## src/rtl/zoom_sequencer.sv

```systemverilog
// zoom_sequencer
// Sequences the 2x zoom datapath for one decoded instruction. On an accepted
// start it latches the algorithm select and walks the image in row-major
// order. It issues source reads and destination writes over two req/ack
// ports, and accumulates four pixels for block averaging. It pulses zoom_done
// when the last write completes.
//
// Ports:
//   clock, reset        rising-edge clock, asynchronous active-high reset
//   start, ch           run request and algorithm select (sampled in IDLE)
//   busy                high in every state except IDLE
//   zoom_done, err      one-cycle completion pulse / invalid-select flag
//   rd_req/rd_addr      source read request and address (y*SRC_W + x)
//   rd_ack/rd_data      read accepted, data valid in the same cycle
//   wr_req/wr_addr      destination write request and address
//   wr_data/wr_ack      destination pixel and write accepted
module zoom_sequencer #(
  parameter int SRC_W  = 160,
  parameter int SRC_H  = 120,
  parameter int PIX_W  = 8,
  parameter int ADDR_W = 17
) (
  input  logic              clock,
  input  logic              reset,
  input  logic              start,
  input  logic [2:0]        ch,
  output logic              busy,
  output logic              zoom_done,
  output logic              err,
  output logic              rd_req,
  output logic [ADDR_W-1:0] rd_addr,
  input  logic              rd_ack,
  input  logic [PIX_W-1:0]  rd_data,
  output logic              wr_req,
  output logic [ADDR_W-1:0] wr_addr,
  output logic [PIX_W-1:0]  wr_data,
  input  logic              wr_ack
);

  localparam logic [ADDR_W-1:0] W_1X   = ADDR_W'(SRC_W);
  localparam logic [ADDR_W-1:0] W_2X   = ADDR_W'(2 * SRC_W);
  localparam logic [ADDR_W-1:0] W_HALF = ADDR_W'(SRC_W / 2);
  localparam logic [ADDR_W-1:0] ONE    = ADDR_W'(1);

  typedef enum logic [2:0] {
    S_IDLE,
    S_READ,
    S_WRITE,
    S_ADV,
    S_DONE
  } state_t;

  state_t              r_state;
  logic [1:0]          r_ch;
  logic [ADDR_W-1:0]   r_x;
  logic [ADDR_W-1:0]   r_y;
  logic [1:0]          r_k;
  logic [PIX_W+1:0]    r_sum;
  logic [PIX_W-1:0]    r_wr_data;
  logic                r_err;

  logic [ADDR_W-1:0]   w_rd_calc;
  logic [ADDR_W-1:0]   w_wr_calc;
  logic [ADDR_W-1:0]   w_last_x;
  logic [ADDR_W-1:0]   w_last_y;
  logic [ADDR_W-1:0]   w_k0;
  logic [ADDR_W-1:0]   w_k1;
  logic [PIX_W+1:0]    w_sum_next;

  assign w_k0       = ADDR_W'(r_k[0]);
  assign w_k1       = ADDR_W'(r_k[1]);
  assign w_sum_next = r_sum + {2'b00, rd_data};

  // Grid extents and addresses decoded from the latched mode and counters.
  // k selects the sub-pixel of the 2x2 block in modes 1 and 3.
  always_comb begin
    w_rd_calc = '0;
    w_wr_calc = '0;
    w_last_x  = '0;
    w_last_y  = '0;
    case (r_ch)
      2'd0: begin
        w_last_x  = ADDR_W'(2 * SRC_W - 1);
        w_last_y  = ADDR_W'(2 * SRC_H - 1);
        w_rd_calc = (r_y >> 1) * W_1X + (r_x >> 1);
        w_wr_calc = r_y * W_2X + r_x;
      end
      2'd1: begin
        w_last_x  = ADDR_W'(SRC_W - 1);
        w_last_y  = ADDR_W'(SRC_H - 1);
        w_rd_calc = r_y * W_1X + r_x;
        w_wr_calc = ((r_y << 1) + w_k1) * W_2X + (r_x << 1) + w_k0;
      end
      2'd2: begin
        w_last_x  = ADDR_W'(SRC_W / 2 - 1);
        w_last_y  = ADDR_W'(SRC_H / 2 - 1);
        w_rd_calc = (r_y << 1) * W_1X + (r_x << 1);
        w_wr_calc = r_y * W_HALF + r_x;
      end
      default: begin
        w_last_x  = ADDR_W'(SRC_W / 2 - 1);
        w_last_y  = ADDR_W'(SRC_H / 2 - 1);
        w_rd_calc = ((r_y << 1) + w_k1) * W_1X + (r_x << 1) + w_k0;
        w_wr_calc = r_y * W_HALF + r_x;
      end
    endcase
  end

  assign busy      = (r_state != S_IDLE);
  assign zoom_done = (r_state == S_DONE);
  assign err       = r_err;
  assign rd_req    = (r_state == S_READ);
  assign wr_req    = (r_state == S_WRITE);
  // Addresses are forced to zero outside their request state so that reset
  // and idle present all-zero outputs.
  assign rd_addr   = rd_req ? w_rd_calc : '0;
  assign wr_addr   = wr_req ? w_wr_calc : '0;
  assign wr_data   = r_wr_data;

  always_ff @(posedge clock or posedge reset) begin
    if (reset) begin
      r_state   <= S_IDLE;
      r_ch      <= 2'd0;
      r_x       <= '0;
      r_y       <= '0;
      r_k       <= 2'd0;
      r_sum     <= '0;
      r_wr_data <= '0;
      r_err     <= 1'b0;
    end else begin
      case (r_state)
        S_IDLE: begin
          if (start) begin
            if (ch[2]) begin
              r_err   <= 1'b1;
              r_state <= S_DONE;
            end else begin
              r_ch    <= ch[1:0];
              r_x     <= '0;
              r_y     <= '0;
              r_k     <= 2'd0;
              r_sum   <= '0;
              r_state <= S_READ;
            end
          end
        end
        S_READ: begin
          if (rd_ack) begin
            if (r_ch == 2'd3) begin
              r_sum <= w_sum_next;
              if (r_k == 2'd3) begin
                r_k       <= 2'd0;
                r_wr_data <= w_sum_next[PIX_W+1:2];
                r_state   <= S_WRITE;
              end else begin
                r_k <= r_k + 2'd1;
              end
            end else begin
              r_wr_data <= rd_data;
              r_state   <= S_WRITE;
            end
          end
        end
        S_WRITE: begin
          if (wr_ack) begin
            if (r_ch == 2'd1 && r_k != 2'd3) begin
              r_k <= r_k + 2'd1;
            end else begin
              r_k     <= 2'd0;
              r_state <= S_ADV;
            end
          end
        end
        S_ADV: begin
          r_sum <= '0;
          if (r_x == w_last_x) begin
            r_x <= '0;
            if (r_y == w_last_y) begin
              r_y     <= '0;
              r_state <= S_DONE;
            end else begin
              r_y     <= r_y + ONE;
              r_state <= S_READ;
            end
          end else begin
            r_x     <= r_x + ONE;
            r_state <= S_READ;
          end
        end
        S_DONE: begin
          r_err   <= 1'b0;
          r_state <= S_IDLE;
        end
        default: r_state <= S_IDLE;
      endcase
    end
  end

endmodule

```

## config.mk

```make
export PLATFORM = sky130hd
export DESIGN_NAME = zoom_sequencer
export DESIGN_NICKNAME = d
export VERILOG_FILES = /design/src/rtl/zoom_sequencer.sv
export SDC_FILE = /design/constraint.sdc
export NUM_CORES = 1
export LEC_CHECK = 0
export CAP_MARGIN = 20
export CORE_MARGIN = 1
export CORE_UTILIZATION = 35
export CTS_BUF_LIST = sky130_fd_sc_hd__clkbuf_16
export CTS_CLUSTER_DIAMETER = 80
export DETAILED_ROUTE_END_ITERATION = 16
export PLACE_DENSITY_LB_ADDON = 0.15
export SLEW_MARGIN = 40
export SYNTH_ARGS = -nofsm -noshare
export SYNTH_HDL_FRONTEND = slang
export SYNTH_SLANG_ARGS = --single-unit
```

## constraint.sdc

```tcl
create_clock -name clock -period 4.9 [get_ports clock]
set_clock_uncertainty 0.15 [all_clocks]
set_input_delay 1.47 -clock clock [delete_from_list [all_inputs] [get_ports clock]]
set_output_delay 1.47 -clock clock [all_outputs]
set_load 0.01 [all_outputs]
```

Yosys cells after proc, flatten, opt, wreduce, memory -nomap -nowiden. Index checks and enable logic that the tools add are counted.

Add/sub/neg operators: 14. $mul: 7. Eq/ne operators: 21. Muxes and demuxes: 41. Bitwise operators: 1. Reductions and logical operators: 16.

Operator list (number): two-way mux 17 bit (7); adder 17 bit (6); case mux 17 bit (2 select lines) (3); adder 17 x 1 -> 17 bit (3); case mux 17 bit (3 select lines) (1); two-way mux 10 bit (4); adder 17 x 1 -> 17 bit (second input constant) (2); == test 17 bit (2); multiplier 17 x 3 -> 11 bit (second input constant) (2); multiplier 17 x 3 -> 12 bit (second input constant) (2); case mux 10 bit (3 select lines) (1); two-way mux 3 bit (9); case mux 9 bit (2 select lines) (1); adder 17 x 16 -> 17 bit (1); multiplier 17 x 3 -> 13 bit (second input constant) (1); multiplier 16 x 3 -> 11 bit (second input constant) (1); multiplier 16 x 3 -> 12 bit (second input constant) (1); two-way mux 8 bit (2); case mux 8 bit (2 select lines) (1); two-way mux 2 bit (7); != test 2 bit (second input constant) (6); case mux 3 bit (4 select lines) (1); AND reduction 3 bit (4); adder 10 x 8 -> 10 bit (1); 20 further kinds (31).

Bits in registers: 60. Output and inout port bits: 47.

Logic depth before layout (Yosys ltp).
Word-level depth: 6. Gate-level depth with buffers: 15. Depth with buffers taken out: 15.

Worst setup path before layout. Ideal clock, no wire load.

Kind: flip-flop to output port. Start point: register r_y[1]. End point: output port rd_addr[16]. Data arrival time: 3.684 ns. Required time: 3.280 ns. Slack: -0.404 ns. Stages on the path, launching flop included: 16. Buffers on the path: 0. Path through: dfrtp_1 -> ha_1 -> ha_1 -> inv_1 -> fa_1 -> nand2b_1 -> a21oi_1 -> xor2_1 -> ha_1 -> a21o_1 -> a21o_1 -> a41oi_1 -> a21oi_1 -> xor2_1 -> o22ai_1 -> a211oi_1.

Longest elaborated chain between the ends: 6. Elaborated cells on any way between the ends: 12. Those cells by class: add/sub: 6; mul: 4; mux: 2.

Ends and longest elaborated chain: from (decl) (line 56) `logic [ADDR_W-1:0] r_y;`; from (signal assigned) (line 182) `r_y <= r_y + ONE;`; adder 17 x 1 -> 17 bit (line 103) `w_rd_calc = ((r_y << 1) + w_k1) * W_1X + (r_x << 1) + w_k0;`; multiplier 17 x 3 -> 12 bit (line 103); adder 17 bit (line 103); adder 17 x 1 -> 17 bit (line 103); case mux 17 bit (3 select lines) * (line 81) `case (r_ch)`; two-way mux 17 bit * (line 116) `assign rd_addr = rd_req ? w_rd_calc : '0;`; to (decl) (line 31) `output logic [ADDR_W-1:0] rd_addr,`.

Mark *: on every way between the ends. The rest lies on a longest branch, timed or not.

Final worst setup path.
Start point: register r_y[3]. End point: output port wr_addr[14].

Longest elaborated chain between the ends: 6. Elaborated cells on any way between the ends: 10. Those cells by class: add/sub: 5; mul: 3; mux: 2.

Ends and longest elaborated chain: adder 17 x 1 -> 17 bit (line 92) `w_wr_calc = ((r_y << 1) + w_k1) * W_2X + (r_x << 1) + w_k0;`; multiplier 17 x 3 -> 11 bit (line 92); adder 17 bit (line 92); adder 17 x 1 -> 17 bit (line 92); case mux 17 bit (2 select lines) * (line 81); two-way mux 17 bit * (line 117) `assign wr_addr = wr_req ? w_wr_calc : '0;`; to (decl) (line 35) `output logic [ADDR_W-1:0] wr_addr,`.

Marked as above.

==> out/results.txt <==
area grow syn2layout -> 41.48%
Pwr Density -> 268.1 nW/µm²
initial antenna violation count -> 0
filler instances -> 2145
port buffer count -> 62
Fmax achieved -> 0.1895 GHz
sequential area share after synthesis -> 19.38%
Hold WC Path Type -> reg -> reg
Rows -> 54
Top FF cell, synth -> dfrtp_1
Inserted Diodes -> 0
drt first pass iters -> 5
layout cells sized above 1 -> 28.34%
cts hold-fix bufs -> 0
syn nets -> 1084
period utilization -> 107.7%
global-route wire length before repair -> 41.42 mm
GR Util All Layers -> 23.53%
GRT overflow -> 0
Crit path arrival time -> 3660 ps
final setup fails -> 12
ANT nets after route -> 0
DP Area -> 9945 µm²
Critical Path RT -> 3280 ps
CTS Buf Count -> 9
routed vias/inst -> 5.371
Synth area leader -> dfrtp_1
clock latency on the worst-skew pair -> 340 ps
Synth warnings -> 0
Slew headroom -> 47.70%
Max-Cap Viols -> 0
Die Width -> 150.8 µm
clock-pin slew on the worst setup and hold paths -> 60 ps
Net Switching -> 0.001277 W
cells after synthesis -> 963
failing checks -> negative setup slack
clock network power share -> 23.9%
Yosys reg bits -> 60
critical path fanouts, max -> 4
leakage -> 5.180 nW
H-tree depth -> 3
fin area -> 10960 µm²
fin util -> 50.39%
top-area cell type share of the netlist area -> 19.38%
Pint -> 0.001662 W
WHS -> 328.9 ps
WS Path Type -> reg -> out
drt total wl -> 25.94 mm
Critical Path End Type -> output pin
Unique masters post-synth -> 69
Switching Share -> 43.46%
placed cells -> 1438
pin count of the biggest net entering global routing -> 46
Sink Count -> 60
Critical Path Start Type -> flip-flop
Die Ht -> 150.8 µm
CTS max path bufs -> 2
RSZ-0062 raised after global routing -> true
count of final hold-check violations -> 0
Post-synth EDFFs -> 0
Area contributors post-synth -> dfrtp_1 19%, ha_1 15%, xnor2_1 6.9%
core area -> 21760 µm²
Layout Nets -> 1298
CTS tree -> yes
Comb pwr share -> 52.4%
DR WL/cell -> 17.74 µm
CTS root buf -> clkbuf_16
DRC violations left -> 0
part of the power in registers -> 23.7%
final non-filler cell total -> 1462
fin worst setup slack -> -376.7 ps
initial core utilization -> 35.62%
outcome -> finished, violations left
number of max-slew violations in the final report -> 0
vias -> 7853
Die Footprint -> 22740 µm²
VDD IR-drop max -> 0.2001 mV
initial drt markers -> 484
synthesized area -> 7749 µm²
Mean Syn Cell Area -> 8.046 µm²
Worst-Margin Slew -> 784.5 ps
asr flop ratio synth -> 100.0%
number of global-route vias before repair -> 7783
RePlAce Congestion -> 0.8658
I/O pin count -> 63
hpwl dp -> 19.84 mm
Final min period -> 5277 ps
DP Worst Slack -> -588.8 ps
top post-synthesis cells by count -> 95 x ha_1, 95 x nor2_1, 88 x a21oi_1
routing by layer:
layer  vias to the layer above  track usage (%)  routed length [µm]
met1                      3690            32.84               12530
li1                       3945                -                   -
met2                       174            38.30               11810
met4                         0            6.450                 483
met3                        44            2.500                1125
met5                         -                0                   0
power groups by stage:
stage | combinational (W) | clock, W | sequential [W]
2_1_floorplan | 0.000973 | 0 | 0.000672
3_3_place_gp | 0.00153 | 0 | 0.000701
3_5_place_dp | 0.00153 | 0 | 0.000703
4_1_cts | 0.00154 | 0.000711 | 0.000697
5_1_grt | 0.00170 | 0.000725 | 0.000714
6_report | 0.00154 | 0.000701 | 0.000697
logic make-up (layout without fill, tap and decap cells):
group	after synthesis	count (layout)	share of synthesized area [%]
muxes	19	19	3.100
adders and majority gates	105	105	17.92
xor gates and xnor gates	103	103	12.17
and+or+nand+nor	297	297	18.38
AOI/OAI and AO/OA	306	306	25.08
buffers and inverters	73	292	3.972
DFF	60	60	19.38
flip-flops by register name, summed over array words and instances (netlist names):
register / count
r_x: 17
r_sum: 10
r_ch: 2
r_state: 3
r_y: 17
wr_data: 8
err: 1
r_k: 2
final timing paths:
kind                                to  cells past startpoint  slack [ps]  startpoint
setup / recovery           wr_addr[14]                     15        -380      r_y[3]
hold / removal              wr_data[7]                      2         330  wr_data[7]
setup reg to reg                r_y[3]                      8        1280     r_ch[1]
hold reg to reg             wr_data[7]                      2         330  wr_data[7]
max in group asynchronous       r_x[2]                      3        2600       reset
min in group asynchronous   wr_data[2]                      2        1410       reset
worst max-delay path, stage by stage, from the launching register on:
cell and delay [ps]:
dfrtp_2 450, ha_4 290, ha_4 130, inv_2 30, fa_2 360, nand2b_4 160
a21oi_4 130, xor2_1 90, buf_4 170, ha_2 190, or4_4 490, a21oi_4 160
o31ai_2 80, xor2_1 140, o211a_1 210, clkdlybuf4s15_2 220
stage by stage:
step / setup TNS, ps / power [W]
CTS: -3795 / 0.002950
detailed placement: -6042 / 0.002238
global route: -5268 / 0.003134
finish: -3324 / 0.002939
floorplan: 0 / 0.001644
global placement: -5777 / 0.002227
cells in the final DEF, fill, tap and decap left out, types with 13 or more instances in the layout:
cell type,instances
buf_4,177
nor2_1,93
nand2_1,71
a21oi_1,70
ha_1,69
o21ai_0,59
dfrtp_1,56
xnor2_1,50
clkdlybuf4s50_1,45
xor2_1,34
a21o_1,26
inv_1,25
nor3_1,21
ha_4,21
nand3_1,20
a211oi_1,20
nor2b_1,18
mux2i_1,15
o21a_1,13
cell type report:
type | count | area, µm² | area share, %
clock buffers | 9 | 225.2 | 2.054
flip-flops and latches | 60 | 1506 | 13.74
repair buffers | 247 | 1996 | 18.20
inverters | 29 | 111.4 | 1.016
well taps | 280 | 350.3 | 3.196
multi-input cells | 830 | 6675 | 60.89
clock inverters | 7 | 98.84 | 0.9016
what timing repair did:
action,CTS,global route
pin swaps,47,21
endpoints found under the setup margin,17,18
endpoints found under the hold margin,0,0
buffers inserted,7,1
resized for setup,141,50
Note: power is estimated with default switching activity, not from simulation.
